<file path="src/rtl/mem_ctrl_arbiter.sv">
// mem_ctrl_arbiter: arbitrates IF fetches and MEM loads/stores onto a byte-wide RAM bus.
// Optional macro MEMCTRL_IO_STALL_EN adds io_buffer_full back-pressure on IO-space stores.
module mem_ctrl_arbiter #(
  parameter int ADDR_W = 32,
  parameter int IF_BYTES = 4
) (
  input  logic              clk_in,
  input  logic              rst_in,
  input  logic              rdy_in,
  input  logic [7:0]        mem_din,
  output logic [7:0]        mem_dout,
  output logic [ADDR_W-1:0] mem_a,
  output logic              mem_wr,
  input  logic              if_req,
  input  logic [ADDR_W-1:0] if_addr,
  input  logic              if_clear,
  output logic              if_done,
  output logic [31:0]       if_data,
  input  logic              read_mem,
  input  logic              write_mem,
  input  logic [ADDR_W-1:0] mem_addr_to_read,
  input  logic [31:0]       mem_data_to_write,
  input  logic [2:0]        data_len,
  output logic              mem_load_done,
  output logic [31:0]       mem_ctrl_read_in,
  output logic [1:0]        mem_ctrl_busy_state
`ifdef MEMCTRL_IO_STALL_EN
  ,
  input  logic              io_buffer_full
`endif
);
  typedef enum logic [1:0] {IDLE, READ, WRITE} state_t;
  state_t r_state, w_state;
  logic [ADDR_W-1:0] r_base, w_base, w_a, w_wbase, w_waddr, w_raddr;
  logic [2:0] r_n, w_n, r_cnt, w_cnt, w_wcnt, w_wn;
  logic [31:0] r_wdata, w_wdata, r_buf, w_buf, w_wsrc, w_capt, w_if_data, w_read_in;
  logic [7:0] w_dout;
  logic [1:0] w_busy;
  logic w_wr, w_if_done, w_load_done, w_idle_wr, w_idle_rd, w_idle_if, w_stall;
  assign w_idle_wr = r_state == IDLE && write_mem;
  assign w_idle_rd = r_state == IDLE && !write_mem && read_mem;
  assign w_idle_if = r_state == IDLE && !write_mem && !read_mem && if_req;
  // Store byte 0 is issued at the acceptance edge, so the write path looks through to the inputs in IDLE.
  assign w_wbase = w_idle_wr ? mem_addr_to_read : r_base;
  assign w_wsrc = w_idle_wr ? mem_data_to_write : r_wdata;
  assign w_wcnt = w_idle_wr ? 3'd0 : r_cnt;
  assign w_wn = w_idle_wr ? data_len + 3'd1 : r_n;
  assign w_waddr = w_wbase + ADDR_W'(w_wcnt);
  assign w_raddr = r_base + ADDR_W'(r_cnt + 3'd1);
  assign w_capt = r_buf | ({24'd0, mem_din} << {r_cnt - 3'd1, 3'b000});
`ifdef MEMCTRL_IO_STALL_EN
  assign w_stall = io_buffer_full && w_waddr[17:16] == 2'b11;
`else
  assign w_stall = 1'b0;
`endif
  always_comb begin
    w_state = r_state;
    w_base = r_base;
    w_n = r_n;
    w_cnt = r_cnt;
    w_wdata = r_wdata;
    w_buf = r_buf;
    w_a = mem_a;
    w_dout = mem_dout;
    w_wr = mem_wr;
    w_busy = mem_ctrl_busy_state;
    w_if_done = 1'b0;
    w_load_done = 1'b0;
    w_if_data = if_data;
    w_read_in = mem_ctrl_read_in;
    if (w_idle_wr || r_state == WRITE) begin
      w_state = WRITE;
      w_busy = 2'b10;
      w_base = w_wbase;
      w_n = w_wn;
      w_wdata = w_wsrc;
      w_wr = 1'b0;
      if (w_wcnt == w_wn) begin
        w_state = IDLE;
        w_busy = 2'b00;
        w_load_done = 1'b1;
      end else if (!w_stall) begin
        w_a = w_waddr;
        w_dout = w_wsrc[{w_wcnt[1:0], 3'b000} +: 8];
        w_wr = 1'b1;
        w_cnt = w_wcnt + 3'd1;
      end
    end else if (w_idle_rd || w_idle_if) begin
      w_state = READ;
      w_busy = w_idle_rd ? 2'b10 : 2'b01;
      w_base = w_idle_rd ? mem_addr_to_read : if_addr;
      w_n = w_idle_rd ? data_len : 3'(IF_BYTES);
      w_cnt = 3'd0;
      w_buf = '0;
      w_a = w_base;
      w_wr = 1'b0;
    end else if (r_state == READ) begin
      // RAM data lags its address by one cycle, so byte cnt-1 is captured while address cnt is out.
      if (if_clear && mem_ctrl_busy_state[0]) begin
        w_state = IDLE;
        w_busy = 2'b00;
      end else if (r_cnt == r_n) begin
        w_state = IDLE;
        w_busy = 2'b00;
        w_if_done = mem_ctrl_busy_state[0];
        w_load_done = mem_ctrl_busy_state[1];
        w_if_data = mem_ctrl_busy_state[0] ? w_capt : if_data;
        w_read_in = mem_ctrl_busy_state[1] ? w_capt : mem_ctrl_read_in;
      end else begin
        w_cnt = r_cnt + 3'd1;
        w_a = r_cnt + 3'd1 < r_n ? w_raddr : mem_a;
        w_buf = r_cnt != 3'd0 ? w_capt : r_buf;
      end
    end
  end
  always_ff @(posedge clk_in or posedge rst_in) begin
    if (rst_in) begin
      r_state <= IDLE;
      r_base <= '0;
      r_n <= '0;
      r_cnt <= '0;
      r_wdata <= '0;
      r_buf <= '0;
      mem_a <= '0;
      mem_dout <= '0;
      mem_wr <= 1'b0;
      mem_ctrl_busy_state <= '0;
      if_done <= 1'b0;
      mem_load_done <= 1'b0;
      if_data <= '0;
      mem_ctrl_read_in <= '0;
    end else if (rdy_in) begin
      r_state <= w_state;
      r_base <= w_base;
      r_n <= w_n;
      r_cnt <= w_cnt;
      r_wdata <= w_wdata;
      r_buf <= w_buf;
      mem_a <= w_a;
      mem_dout <= w_dout;
      mem_wr <= w_wr;
      mem_ctrl_busy_state <= w_busy;
      if_done <= w_if_done;
      mem_load_done <= w_load_done;
      if_data <= w_if_data;
      mem_ctrl_read_in <= w_read_in;
    end
  end
  assert property (@(posedge clk_in) disable iff (rst_in)
    (w_idle_wr && rdy_in) |-> data_len inside {3'd0, 3'd1, 3'd3});
  assert property (@(posedge clk_in) disable iff (rst_in)
    (w_idle_rd && rdy_in) |-> data_len inside {3'd1, 3'd2, 3'd4});
endmodule

</file>
<file path="config.mk">
export PLATFORM = sky130hd
export DESIGN_NAME = mem_ctrl_arbiter
export DESIGN_NICKNAME = d
export VERILOG_FILES = /design/src/rtl/mem_ctrl_arbiter.sv
export SDC_FILE = /design/constraint.sdc
export NUM_CORES = 1
export LEC_CHECK = 0
export ABC_CLOCK_PERIOD_IN_PS = 9600
export CAP_MARGIN = 20
export CORE_AREA = 8 8 161 201
export DETAILED_ROUTE_END_ITERATION = 8
export DIE_AREA = 0 0 169 209
export GPL_TIMING_DRIVEN = 0
export PLACE_DENSITY = 0.64
export SLEW_MARGIN = 20
export SYNTH_ARGS = -nofsm -noshare
export SYNTH_HDL_FRONTEND = slang
export SYNTH_SLANG_ARGS = --single-unit
</file>
<file path="constraint.sdc">
create_clock -name clk_in -period 9.6 [get_ports clk_in]
set_clock_uncertainty 0.2 [all_clocks]
set_input_delay 1.92 -clock clk_in [delete_from_list [all_inputs] [get_ports clk_in]]
set_output_delay 1.92 -clock clk_in [all_outputs]
set_load 0.1 [all_outputs]
</file>
# Word level (Yosys, flattened, before mapping)
# Index checks and enable logic that the tools add are counted.
[classes] n_addsub=7 n_lt_le_gt_ge=1 eq_ne=9 n_shift=2 muxes=51 n_bitwise=5 n_reduce_logical=27
[ops] operator="32-bit 2-to-1 mux" count=17
[ops] operator="3-bit 2-to-1 mux" count=11
[ops] operator="32-bit by 3-bit adder with 32-bit output" count=1
[ops] operator="32-bit by 4-bit adder with 32-bit output" count=1
[ops] operator="32-bit OR" count=1
[ops] operator="32-bit by 6-bit variable part select with 8-bit output" count=1
[ops] operator="8-bit by 6-bit left shift with 32-bit output" count=1
[ops] operator="2-bit 2-to-1 mux" count=9
[ops] operator="1-bit 2-to-1 mux" count=14
[ops] operator="7-bit AND reduction" count=2
[ops] operator="6-bit AND reduction" count=2
[ops] operator="3-bit by 1-bit adder with 3-bit output (second input constant)" count=3
[ops] operator="3-bit nonzero test" count=3
[ops] operator="3-bit equality test" count=2
[ops] operator="1-bit logical AND" count=6
[ops] operator="2-bit inequality test (second input constant)" count=3
[ops] operator="3-bit inequality test (second input constant)" count=2
[ops] operator="3-bit AND reduction" count=2
[ops] operator="2-bit nonzero test" count=3
[ops] operator="5-bit AND reduction" count=1
[ops] operator="3-bit by 1-bit adder with 4-bit output (second input constant)" count=1
[ops] operator="1-bit inverter" count=4
[ops] operator="2-bit AND reduction" count=2
[ops] operator="4-bit nonzero test" count=1
[ops] operator="other kinds (7)" count=9
[word_totals] reg_bits=213 in_bits=114 output_inout_bits=109 wordCells=116

# Longest topological paths before layout
# Gate-level depths: netlist of the first run.
[logic_depth] ltp_word=8 mapped_depth=16 ltp_nobuf=11

# Worst setup path before layout of the first run
# Ideal clock, no wire load.
[synth_timing] path_type="input -> register" from="input write_mem" to="register mem_a[27]" setup_ps=78 arrival_time_ps=5381 t_required_ps=9322 path_slack_ps=3941 stages=13 n_path_buf=3 cell_sequence="nor3b_1 clkbuf_1 clkbuf_1 clkbuf_1 nand2_1 o21ai_0 ha_1 o2bb2ai_1 nand4_4 nor4_4 or4b_1 or3b_1 a21oi_1"
[synth_via] elab_chain_len=7 elab_cells_between_ends=23 classes_between="add/sub (1); eq/ne (4); mux (7); reduce/logical (11)"
[synth_rtl] element="start, declared" line_no="20" rtl="input logic write_mem,"
[synth_rtl] element="branches (longest 7 deep; another with 32-bit by 3-bit adder with 32-bit output)"
[synth_rtl] element="end signal, assigned" line_no="139" rtl="mem_a <= w_a;"
[synth_rtl] element="end, declared" line_no="12" rtl="output logic [ADDR_W-1:0] mem_a,"
# Parallel ways; which one is timed is not known. The select of a mux whose other input is x is not followed.
# A chain may end at the register's enable or synchronous reset.

# Worst setup path in the final report of the first run
[layout_timing] from="input write_mem" to="register mem_a[20]"
# Same word-level chain as after synthesis.

==> summary.md, run 1 <==
| Metric | Value |
|---|---|
| CP Capture Type | `register` |
| Period utilisation layout | `79.8%` |
| First-pass GRT wire length | `a little under 70000 um` |
| Die width | `169 um` |
| Inst Count DP | `1856` |
| Hold buffers post-CTS | `0` |
| Main combinational cell family by area after synthesis | `compound AO/OA/AOI/OAI gates` |
| Hold Vio Cnt, Final | `0` |
| Layout cells sized above 1 | `7.51%` |
| Critical Path AT | `7.85 ns` |
| Initial core utilization | `39.5%` |
| #FFs+latches synth | `between 200 and 250` |
| XOR/XNOR Fraction of Synth Area | `~4.5%` |
| Root Driver | `clkbuf_16` |
| Worst Setup SP | `write_mem` |
| Hold path cells | `2` |
| Clock Path Buffers | `3` |
| Setup violators final | `0` |
| Reg2reg start | `r_state[1]` |
| Largest net degree at the start of global routing | `slightly below 90` |
| Initial antenna violation count | `3` |
| Syn Nets | `1372` |
| Max FO, Critical Path | `10` |
| Via count | `10700` |
| Inserted Clock Buffers | `24` |
| Tmin final | `between 7 and 8 ns` |
| WS Path Type | `primary input to register` |
| Most frequent cells in the layout | `213 x dfrtp_1, 213 x clkdlybuf4s50_1, 164 x nand2_1` |
| R2r endpoint | `mem_a[20]` |
| Post-CTS Setup Bufs | `0` |
| Sink Count | `213` |
| Pleak | `0.00630 uW` |
| Crit path to | `mem_a[20]` |
| Post-Syn Instances | `approximately 1200` |
| RSZ-0062 raised after global routing | `false` |
| Fin. max-slew vios | `0` |
| Register area share after synthesis | `46.4%` |
| WP depth | `15` |
| Synth cell types | `68` |
| Core area | `between 20000 and 30000 um^2` |
| Worst-Margin Slew | `1.04 ns` |
| Worst path max stage delay | `around 0.78 ns` |
| Relative slew slack | `30.4%` |
| Synth-to-Final Area Change | `30.7%` |
| Drt pass-1 iters | `5` |
| Starting DRC count in detailed routing | `847` |
| FMAX | `roughly 130 MHz` |
| Remaining antenna violation count after routing | `0` |
| Ports | `223` |
| Run status | `completed` |
| Fin cells | `1903` |
| Hold WC Path Type | `register to register` |
| Top FF cell, synth | `dfrtp_1` |
| Post-Route WL | `between 40000 and 50000 um` |
| Total gr overflow | `0` |
| Post-CTS sizing | `0` |
| DP HPWL | `between 30000 and 40000 um` |
| Die height | `209 um` |
| Placer Congestion | `1.01` |
| Num rows | `70` |
| Avg Cell Area, Syn | `around 9 um^2` |
| CP max-delay cell | `nor3b_1` |
| Cell Area, Synth | `11500 um^2` |
| Hold_sp | `if_data[16]` |
| Placed instance area | `around 14000 um^2` |
| Ys async rst share | `100%` |
| Mux cell area share after synthesis | `10.6%` |
| VDD IR max | `143 uV` |
| Post-Synth Adder-Cell Area | `1.48%` |
| CP Launch Type | `primary input` |
| Post-synth EDFFs | `0` |
| Max_cap viols | `0` |
| Crit path cell chain | `clkdlybuf4s50_1 -> nor3b_1 -> clkbuf_1 -> clkbuf_1 -> clkbuf_1 -> nand2_1 -> o21ai_0 -> ha_1 -> ha_1 -> o21ai_0 -> a221o_1 -> nor3_1 -> xnor2_1 -> a21oi_1 -> o21ai_0` |
| CTS tree | `done` |
| Vias in the first global route | `~11000` |
| Die area | `35300 um^2` |
| NumNets Final | `approximately 1600` |
| Compound-cell area share of the yosys netlist | `17.5%` |
| Routed wire per std cell | `23.4 um` |
| PwrDens | `~340 nW/um^2` |
| Top delay family on crit path | `buffers and inverters` |
| Finished Cell Area | `15000 um^2` |
| CTS clk-pin slew, worst paths | `0.06 ns` |
| Total number of H-tree levels | `1` |
| Synthesis Warnings | `0` |
| Crit path required time | `9.79 ns` |
| Worst path bufs/invs | `4` |
| Synth Area in Simple Gates | `15.9%` |
| R2R setup slack | `3.49 ns` |
| Clock Latency Late Sink | `0.52 ns` |
| R2R cell count | `14` |
| DRC violations left | `0` |
| Drt via density | `roughly 5.6` |
| Gr usage total | `24.7%` |
| # port buffers | `213` |
state kept, by name (all words and copies together) (netlist names):
name / flops
mem_ctrl_read_in: 32
mem_a: 32
mem_load_done: 1
r_cnt: 3
mem_wr: 1
mem_ctrl_busy_state: 2
if_done: 1
r_base: 32
mem_dout: 8
r_state: 2
r_wdata: 32
r_n: 3
if_data: 32
r_buf: 32
worst register-to-register path, cell delays in order (launching register included):
cell      delay [ns]
dfrtp_1         0.46
nor3b_1         0.78
clkbuf_1        0.65
clkbuf_1        0.64
clkbuf_1        0.50
nand2_1         0.09
o21ai_0         0.12
ha_1            0.26
ha_1            0.26
o21ai_0         0.15
a221o_1         0.51
nor3_1          0.61
xnor2_1         0.17
a21oi_1         0.44
o21ai_0         0.14
area by class of cell:
cell class,count,area [um^2]
inverters,17,71.3
flip-flops and latches,213,5330
fillers,2761,14100
plain buffers,88,355
clock buffers,31,688
diodes,3,7.51
clock inverters,13,138
multi-input cells,927,5740
repair buffers,215,2190
well taps,396,495
cell families (layout without fill, tap and decap cells):
group / Yosys count / after routing
buf+inv: 105 / 364
mux: 105 / 105
xor+xnor: 59 / 59
simple gates: 403 / 403
other cells: 0 / 3
fa+ha+maj: 13 / 13
compound gates: 347 / 347
flops: 213 / 213
how the worst min path moves through the flow:
stage                            to
6_report                if_data[16]
5_1_grt        mem_ctrl_read_in[20]
4_1_cts                 if_data[16]
3_5_place_dp            if_data[16]
3_3_place_gp   mem_ctrl_read_in[15]
2_1_floorplan              r_buf[0]
layer usage:
| layer | global-route usage, % | wire length [um] | up-vias |
|---|---|---|---|
| li1 | - | - | 4939 |
| met1 | 28.4 | 17100 | 5151 |
| met2 | 42.7 | 21700 | 480 |
| met3 | 6.09 | 3700 | 116 |
| met4 | 11.1 | 1980 | 0 |
| met5 | 0 | 0 | - |
synthesized netlist by cell type (all sizes together) (12+ instances only):
master    n  share of area [%]
dfrtp   213                 46
nand2   164                5.4
a21oi   124                5.4
o21ai   120                5.2
nor2    118                3.9
clkbuf   64                2.1
mux2i    57                5.1
mux2     40                3.9
o22ai    33                1.8
xnor2    33                2.5
nand3    31                1.4
xor2     26                2.0
buf      24                1.0
nor3     23                1.0
inv      17               0.56
nand4    16                1.0
ha       12                1.3
power breakdown:
part	switching (uW)	total, uW	internal (uW)	leakage, uW
sequential	229	1420	1190	0.00271
combinational	1830	2680	847	0.00320
clock	396	960	563	0.000400
stage by stage:
stage	total power, uW	utilization (%)	setup TNS (ns)	worst slack [ns]	hold WS, ns
after floorplan	3300	-	0	1.66	0.263
after global placement	4060	48.5	-288.91	-1.37	0.262
after detailed placement	4090	48.7	0	1.51	0.270
after CTS	5070	51.6	0	2.05	0.284
after global routing	5320	51.6	0	1.80	0.290
final	5060	51.6	0	1.94	0.279
Note: power is estimated with default switching activity, not from simulation.
==> inputs of run 2 (changes only) <==
ABC_CLOCK_PERIOD_IN_PS = 7700   (was 9600)
clock period = 7.7 ns   (was 9.6 ns; I/O delays follow)
==> run 2 against run 1 <==
Against the previous run: global-route usage about the same; critical path depth unchanged; register-to-register slack got worse by 1.9 ns; sequential power is 25% higher; non-clock buffer count unchanged; worst setup slack lost 1.5 ns; critical path type unchanged; highest routed layer unchanged.
==> summary.md, run 2 (same netlist as run 1, synthesis figures left out) <==
| Metric | Value |
|---|---|
| Hold WS | `0.278 ns (-0.0000150 ns)` |
| Drt pass-1 iters | `7 (+2)` |
| Total gr overflow | `0 (unchanged)` |
| Ports | `223 (unchanged)` |
| CP max-delay cell | `nor3b_1` |
| Hold buffers post-CTS | `0 (unchanged)` |
| Post-Route WL | `44500 um (about the same)` |
| Crit path cell chain | `clkdlybuf4s50_1 -> nor3b_1 -> clkbuf_1 -> clkbuf_1 -> clkbuf_1 -> nand2_1 -> o21ai_0 -> ha_1 -> ha_1 -> o21ai_0 -> a221o_1 -> nor3_1 -> xnor2_1 -> a21oi_1 -> o21ai_0` |
| Sink Count | `213 (unchanged)` |
| Total power draw | `6310 uW (+25%)` |
| Clock Path Buffers | `3 (unchanged)` |
| Most frequent cells in the layout | `213 x dfrtp_1, 213 x clkdlybuf4s50_1, 164 x nand2_1` |
| Relative slew slack | `29.7% (-0.65 points)` |
| Switching Fraction | `48.6% (about the same)` |
| Inst Count DP | `1856 (unchanged)` |
| Tmin final | `7.29 ns` |
| Critical Path AT | `7.47 ns (-0.38 ns)` |
| PwrDens | `420 nW/um^2 (+25%)` |
| NumNets Final | `1613 (unchanged)` |
| Initial antenna violation count | `3 (unchanged)` |
| Num rows | `70 (unchanged)` |
| Hold Vio Cnt, Final | `0 (unchanged)` |
| Sum of negative setup slack | `0 ns (unchanged)` |
| Int Pwr | `3250 uW (+25%)` |
| Die height | `209 um (unchanged)` |
| Vias in the first global route | `11100 (-0.027%)` |
| Core area | `29100 um^2 (unchanged)` |
| First-pass GRT wire length | `67600 um (about the same)` |
| Fin cells | `1903 (unchanged)` |
| CTS clk-pin slew, worst paths | `0.06 ns (about the same)` |
| Via count | `10700 (+0.35%)` |
| Remaining antenna violation count after routing | `0 (unchanged)` |
| Setup violators final | `0 (unchanged)` |
| Starting DRC count in detailed routing | `877 (+3.5%)` |
| Comb pwr share | `53.0% (about the same)` |
| WS Path Type | `primary input to register` |
| Crit path required time | `7.89 ns (-1.90 ns)` |
| Finished Cell Area | `15000 um^2 (unchanged)` |
| CTS tree | `done` |
| Max FO, Critical Path | `10 (unchanged)` |
| FMAX | `137 MHz` |
| DP HPWL | `32900 um (unchanged)` |
| Top delay family on crit path | `buffers and inverters` |
| Total number of H-tree levels | `1 (unchanged)` |
| Fin. max-slew vios | `0 (unchanged)` |
| Period utilisation layout | `94.6%` |
| Placer Congestion | `1.01 (unchanged)` |
| Worst path max stage delay | `0.78 ns (about the same)` |
| Clock Latency Late Sink | `0.52 ns (about the same)` |
| Layout cells sized above 1 | `7.51% (unchanged)` |
| VDD IR max | `178 uV (+25%)` |
| RSZ-0062 raised after global routing | `false` |
| Initial core utilization | `39.5% (unchanged)` |
| Worst-Margin Slew | `1.05 ns (+0.00490 ns)` |
| Max_cap viols | `0 (unchanged)` |
| Gr usage total | `24.7% (about the same)` |
| Drt via density | `5.63 (+0.35%)` |
| DRC violations left | `0 (unchanged)` |
| Fraction of power consumed by the clock network | `18.9% (about the same)` |
| Die width | `169 um (unchanged)` |
| Largest net degree at the start of global routing | `88 (unchanged)` |
| Sw power | `3060 uW (+25%)` |
| Pleak | `0.00630 uW (unchanged)` |
| Run status | `completed` |
| CP Capture Type | `register` |
| CP Launch Type | `primary input` |
| Post-CTS sizing | `0 (unchanged)` |
| # port buffers | `213 (unchanged)` |
| Root Driver | `clkbuf_16` |
| Inserted Clock Buffers | `24 (unchanged)` |
| Post-CTS Setup Bufs | `0 (unchanged)` |
| Routed wire per std cell | `23.4 um (about the same)` |
| Seq pwr share | `28.1% (about the same)` |
| Worst path bufs/invs | `4 (unchanged)` |
| Die area | `35300 um^2 (unchanged)` |
| Placed instance area | `14200 um^2 (unchanged)` |
| Synth-to-Final Area Change | `30.7% (unchanged)` |
| Hold WC Path Type | `register to register` |
==> run 2: cell counts in the layout (fill, tap and decap cells not counted) <==
Identical to the previous run, type by type.
==> run 2: power by group through the flow <==
stage               sequential (uW)  clock (uW)  combinational, uW
detailed placement             1780           0               3320
CTS                            1760        1220               3330
finish                         1770        1190               3340
global placement               1770           0               3280
global route                   1810        1270               3560
floorplan                      2520           0               1590
==> run 2: path summary, 6_finish.rpt <==
check | start | cells after the start | slack [ns] | to
worst max-delay path | write_mem | 15 | 0.41 | mem_a[20]
worst min-delay path | if_data[16] | 2 | 0.28 | if_data[16]
worst max register to register | r_state[0] | 15 | 1.60 | mem_a[20]
worst min register to register | if_data[16] | 2 | 0.28 | if_data[16]
max in group asynchronous | rst_in | 3 | 5.28 | r_base[20]
min in group asynchronous | rst_in | 2 | 1.23 | mem_ctrl_read_in[4]
==> run 2: worst min-delay path, cell delays in order, from the launching register on <==
cell,delay (ns)
dfrtp_1,0.34
nand2_1,0.05
o21ai_0,0.06
==> run 2: layer usage <==
metal	global-route usage (%)	vias up	wire length, um
li1	-	4941	-
met1	28.4	5201	17200
met2	42.6	466	21800
met3	6.09	115	3550
met4	11.2	0	2000
met5	0	-	0
==> run 2: layout make-up <==
| cell class | instances | area, um^2 |
|---|---|---|
| diodes | 3 | 7.51 |
| clock inverters | 13 | 138 |
| well taps | 396 | 495 |
| fillers | 2761 | 14100 |
| multi-input cells | 927 | 5740 |
| inverters | 17 | 71.3 |
| flip-flops and latches | 213 | 5330 |
| plain buffers | 88 | 355 |
| clock buffers | 31 | 688 |
| repair buffers | 215 | 2190 |
==> run 2: stage by stage <==
stage,util [%],setup WS (ns)
2_1_floorplan,-,0.137
3_3_place_gp,48.5,-2.89
3_5_place_dp,48.7,-0.00923
4_1_cts,51.6,0.532
5_1_grt,51.6,0.280
6_report,51.6,0.415
==> inputs of run 3 (changes only) <==
HOLD_SLACK_MARGIN = 0.06   (was not set)
SLEW_MARGIN = not set   (was 20)
==> run 3 against run 2 <==
Against the previous run: register-to-register slack got worse by 0.02 ns; sequential share of layout area rose by 0.056 points; hold slack got worse by 0.00081 ns; worst setup slack got worse by 0.0081 ns; wire length barely moved; design area fell by 0.16%; sequential cell count did not move; fmax fell by 0.11%; die area did not move; critical endpoint unchanged; largest power group unchanged; highest routed layer unchanged.
==> summary.md, run 3 (same netlist as run 1, synthesis figures left out) <==
| Metric | Value |
|---|---|
| Placer Congestion | `1.01 (unchanged)` |
| Seq pwr share | `28.0% (about the same)` |
| NumNets Final | `1611 (-0.12%)` |
| Comb pwr share | `52.6% (-0.4 points)` |
| Initial core utilization | `39.5% (unchanged)` |
| Sw power | `3040 uW (-0.84%)` |
| Routed wire per std cell | `23.5 um (+0.24%)` |
| Clock Latency Late Sink | `0.52 ns (about the same)` |
| Total gr overflow | `0 (unchanged)` |
| PwrDens | `423 nW/um^2 (+0.64%)` |
| Critical Path AT | `7.48 ns (about the same)` |
| VDD IR max | `195 uV (+9.2%)` |
| CP Launch Type | `primary input` |
| Crit path to | `mem_a[20]` |
| Relative slew slack | `28.3% (-1.4 points)` |
| Remaining antenna violation count after routing | `0 (unchanged)` |
| Fraction of power consumed by the clock network | `19.4% (+0.5 points)` |
| Max FO, Critical Path | `10 (unchanged)` |
| Post-layout util | `51.5% (-0.082 points)` |
| Drt via density | `5.70 (+1.2%)` |
| First-pass GRT wire length | `67200 um (-0.63%)` |
| Die height | `209 um (unchanged)` |
| CTS clk-pin slew, worst paths | `0.06 ns (about the same)` |
| Reg2reg start | `r_state[1]` |
| Initial antenna violation count | `4 (+1)` |
| Post-Route WL | `44500 um (about the same)` |
| Via count | `10800 (+0.95%)` |
| RSZ-0062 raised after global routing | `false` |
| Die area | `35300 um^2 (unchanged)` |
| R2R setup slack | `1.58 ns (-0.02 ns)` |
| Hold buffers post-CTS | `0 (unchanged)` |
| Inserted Clock Buffers | `23 (-4.2%)` |
| CP Capture Type | `register` |
| Starting DRC count in detailed routing | `965 (+10%)` |
| Crit path required time | `7.89 ns (about the same)` |
| Die width | `169 um (unchanged)` |
| Tmin final | `7.29 ns (+0.00811 ns)` |
| Period utilisation layout | `94.7% (+0.11 points)` |
| FMAX | `137 MHz (-0.11%)` |
| Max_cap viols | `0 (unchanged)` |
| Switching Fraction | `47.9% (-0.64 points)` |
| Worst-Margin Slew | `1.07 ns (+0.0210 ns)` |
| Post-CTS sizing | `0 (unchanged)` |
| Ports | `223 (unchanged)` |
| WS Path Type | `primary input to register` |
| Num rows | `70 (unchanged)` |
| Int Pwr | `3300 uW (+1.7%)` |
| Inst Count DP | `1855 (-0.054%)` |
| Hold Vio Cnt, Final | `0 (unchanged)` |
| Pleak | `0.00629 uW (-0.18%)` |
| Sink Count | `213 (unchanged)` |
| # port buffers | `213 (unchanged)` |
| DRC violations left | `0 (unchanged)` |
| Layout cells sized above 1 | `7.08% (-0.44 points)` |
| Core area | `29100 um^2 (unchanged)` |
| Gr usage total | `24.5% (-0.15 points)` |
| R2r endpoint | `mem_a[20]` |
| Synth-to-Final Area Change | `30.5%` |
| Hold WC Path Type | `register to register` |
| DP HPWL | `32700 um (-0.64%)` |
| Fin. max-slew vios | `0 (unchanged)` |
| Vias in the first global route | `11200 (+0.19%)` |
| Fin cells | `1898 (-0.26%)` |
| Largest net degree at the start of global routing | `124 (+41%)` |
| Clock Path Buffers | `3 (unchanged)` |
| R2R cell count | `14 (-1)` |
| Setup violators final | `0 (unchanged)` |
| Run status | `completed` |
| Total number of H-tree levels | `1 (unchanged)` |
| CTS tree | `done` |
| Drt pass-1 iters | `6 (-1)` |
| Post-CTS Setup Bufs | `0 (unchanged)` |
| Root Driver | `clkbuf_16` |
| Most frequent cells in the layout | `213 x dfrtp_1, 213 x clkdlybuf4s50_1, 164 x nand2_1` |
| Worst Setup SP | `write_mem` |
==> run 3: cell count changes in the layout (fill, tap and decap cells not counted), sizes merged <==
cell / delta
clkinv: -5
bufinv: +3
clkinvlp: -2
buf: -1
diode: +1
inv: -1
==> run 3: through the flow <==
| step | total power [uW] | setup slack (ns) | cell area, um^2 | TNS [ns] | hold slack, ns |
|---|---|---|---|---|---|
| after floorplan | 4110 | 0.137 | 11500 | 0 | 0.263 |
| after global placement | 5060 | -2.89 | 14100 | -612.67 | 0.262 |
| after detailed placement | 5100 | -0.0870 | 14100 | -0.111 | 0.271 |
| after CTS | 6340 | 0.442 | 15000 | 0 | 0.284 |
| after global routing | 6650 | 0.172 | 15000 | 0 | 0.297 |
| final | 6340 | 0.406 | 15000 | 0 | 0.278 |
==> run 3: how the worst min path moves through the flow <==
| stage | start | endpoint | slack (ns) | cells past startpoint |
|---|---|---|---|---|
| after floorplan | r_buf[0] | r_buf[0] | 0.26 | 2 |
| final | if_data[24] | if_data[24] | 0.28 | 2 |
| after global routing | mem_ctrl_read_in[20] | mem_ctrl_read_in[20] | 0.30 | 2 |
| after global placement | mem_ctrl_read_in[15] | mem_ctrl_read_in[15] | 0.26 | 2 |
| after detailed placement | mem_ctrl_read_in[20] | mem_ctrl_read_in[20] | 0.27 | 2 |
| after CTS | mem_ctrl_read_in[20] | mem_ctrl_read_in[20] | 0.28 | 2 |
==> run 3: power by group through the flow <==
stage / logic (uW) / clock network (uW) / registers [uW]
3_3_place_gp: 3280 / 0 / 1770
5_1_grt: 3550 / 1290 / 1810
4_1_cts: 3330 / 1250 / 1760
2_1_floorplan: 1590 / 0 / 2520
6_report: 3340 / 1230 / 1770
3_5_place_dp: 3320 / 0 / 1780
==> run 3: critical path: stages <==
cell	delay, ns
clkdlybuf4s50_1	0.61
nor3b_1	0.78
clkbuf_1	0.63
clkbuf_1	0.61
clkbuf_1	0.51
nand2_1	0.09
o21ai_0	0.13
ha_1	0.27
ha_1	0.26
o21ai_0	0.14
a221o_1	0.52
nor3_1	0.66
xnor2_1	0.17
a21oi_1	0.41
o21ai_0	0.13
==> run 3: per-layer routing <==
| layer | share of wire [%] | up-vias | global-route usage, % |
|---|---|---|---|
| met5 | 0 | - | 0 |
| met4 | 5.1 | 0 | 12.9 |
| met3 | 8.8 | 130 | 5.83 |
| met2 | 49 | 521 | 41.7 |
| met1 | 38 | 5234 | 28.2 |
| li1 | - | 4940 | - |
==> run 3: layout make-up <==
type / instances / area, um^2
fillers: 2758 / 14100
multi-input cells: 927 / 5740
flip-flops and latches: 213 / 5330
repair buffers: 214 / 2160
clock buffers: 31 / 656
well taps: 396 / 495
plain buffers: 88 / 355
clock inverters: 8 / 171
inverters: 17 / 71.3
diodes: 4 / 10.0
==> edit, RTL diff (settings of run 2) <==
Add a define of `MEMCTRL_IO_STALL_EN`.
--- a/src/rtl/mem_ctrl_arbiter.sv
+++ b/src/rtl/mem_ctrl_arbiter.sv
@@ -1,4 +1,6 @@
 // mem_ctrl_arbiter: arbitrates IF fetches and MEM loads/stores onto a byte-wide RAM bus.
 // Optional macro MEMCTRL_IO_STALL_EN adds io_buffer_full back-pressure on IO-space stores.
+`define MEMCTRL_IO_STALL_EN
+
 module mem_ctrl_arbiter #(
   parameter int ADDR_W = 32,
Ports: changed (added io_buffer_full); port bits go from 223 to 224. The function was not compared with the original's and may differ.
==> edit against run 2 <==
Wire length grew 0.40%; clock power is essentially flat; worst setup slack lost 0.080 ns; final area grew 2.0%; die area is the same; critical path depth grew 1; power grew 5.9%; synthesized area grew 2.7%; first-iteration DRC count shrank 3.4%; sequential cell count is the same; critical path type unchanged; highest routed layer is now met5.
==> edit: results <==
[place]
gp_congestion = 0.9887
placed_cell_area_um2 = 14510
port_buffers = 215
hpwl_mm = 33.18

[sta]
worst_pin_slew_ns = 1.127

[global_route]
grt_max_degree = 106
antenna_found_initial = 2
grt_pass1_vias = 11180
grt_pass1_wl_mm = 67.32
grt_use_total = 0.2466

[drt]
vias_per_cell = 5.688
firstDrtPassIters = 6
first_iter_violations = 847

[clock_tree]
cts_hold_buf = 0
cts_made_buffers = 23
clk_latency_ns = 0.54

[worst_setup_path]
max_stage_delay_ns = 0.67
critPathArrivalTime_ns = 7.57
crit_slowest_cell = clkbuf_1

[logic_synthesis]
synth.distinct_cells = 64
synth_fp_nets = 1406
synth_common_cells = dfrtp_1 (213), nand2_1 (179), a21oi_1 (133), nor2_1 (103), o21ai_0 (97)
synth_top_cells_by_area = dfrtp_1 (45%), nand2_1 (5.7%), a21oi_1 (5.6%), mux2i_1 (5.1%), mux2_2 (4.4%)
ys_seq_area_frac = 0.4517

[layout]
antenna_cells_inserted = 0
drive_gt1_frac = 0.07287
fin_nets = 1648
fillers = 2756
multiInputGateArea_um2 = 5981

[power]
ir_drop_uv = 288.5

[run_status]
outcome = complete, no violations
==> edit: changes by cell type after synthesis, sizes merged, moves of 8 or more <==
cell	before	now
a21oi	124	134
xor2	26	35
a222oi	8	0
a221oi	10	0
nand2	164	179
o21ai	120	101
inv	17	29
nor2	118	103
nor3	23	15
mux2	40	68
==> edit: cell families (layout without fill, tap and decap cells) <==
family,count (synthesis),after routing,share of synthesized area
adder cells (fa/ha/maj),13,13,0.01442
AND/OR/NAND/NOR,405,405,0.1553
AO/OA/AOI/OAI,329,329,0.1597
buffers and inverters,120,379,0.04146
multiplexers,136,136,0.1314
XOR/XNOR,62,62,0.04602
flip-flops,213,213,0.4517
==> edit: through the flow <==
| stage | std cells | total power [W] |
|---|---|---|
| 3_3_place_gp | 1889 | 0.005437 |
| 2_1_floorplan | 1278 | 0.004380 |
| 4_1_cts | 1933 | 0.006688 |
| 5_1_grt | 1933 | 0.007015 |
| 6_report | 1933 | 0.006683 |
| 3_5_place_dp | 1891 | 0.005480 |
==> edit: area by class of cell <==
class                      count  share of cell area
sequential                   213              0.3482
clock buffer                  30             0.04062
multi-input combinational    945              0.3907
tap                          396             0.03237
buffer                        91             0.02485
inverter                      29            0.007601
timing repair buffer         217              0.1442
clock inverter                12             0.01152
==> edit: routing by layer <==
layer	share of wire	global-route usage	up-vias	routed length, um
met2	0.48	0.4155	518	21510
met1	0.38	0.2900	5306	17200
li1	-	-	5023	-
met3	0.074	0.04942	143	3293
met5	0.00051	0	-	23
met4	0.060	0.1370	4	2690
==> edit: worst paths after layout <==
check	slack, ns	to	depth (start not counted)	start
max in group asynchronous	4.88	mem_a[6]	4	rst_in
hold / removal	0.28	if_data[5]	2	if_data[5]
setup / recovery	0.33	mem_a[25]	16	write_mem
hold reg to reg	0.28	if_data[5]	2	if_data[5]
setup reg to reg	1.46	mem_a[25]	16	r_state[1]
min in group asynchronous	1.20	r_wdata[20]	2	rst_in
==> edit: power breakdown <==
group	total, W	internal [W]	switching [W]
clock	0.00119	0.000709	0.000480
sequential	0.00178	0.00151	0.000272
combinational	0.00372	0.00120	0.00252
==> edit: worst max-delay path, delay by kind of cell <==
| kind | cells | cell delay [ns] |
|---|---|---|
| multiplexers | 2 | 0.69 |
| AND/OR/NAND/NOR | 3 | 1.26 |
| buffers and inverters | 5 | 2.61 |
| AO/OA/AOI/OAI | 4 | 0.88 |
| adder cells (fa/ha/maj) | 2 | 0.57 |
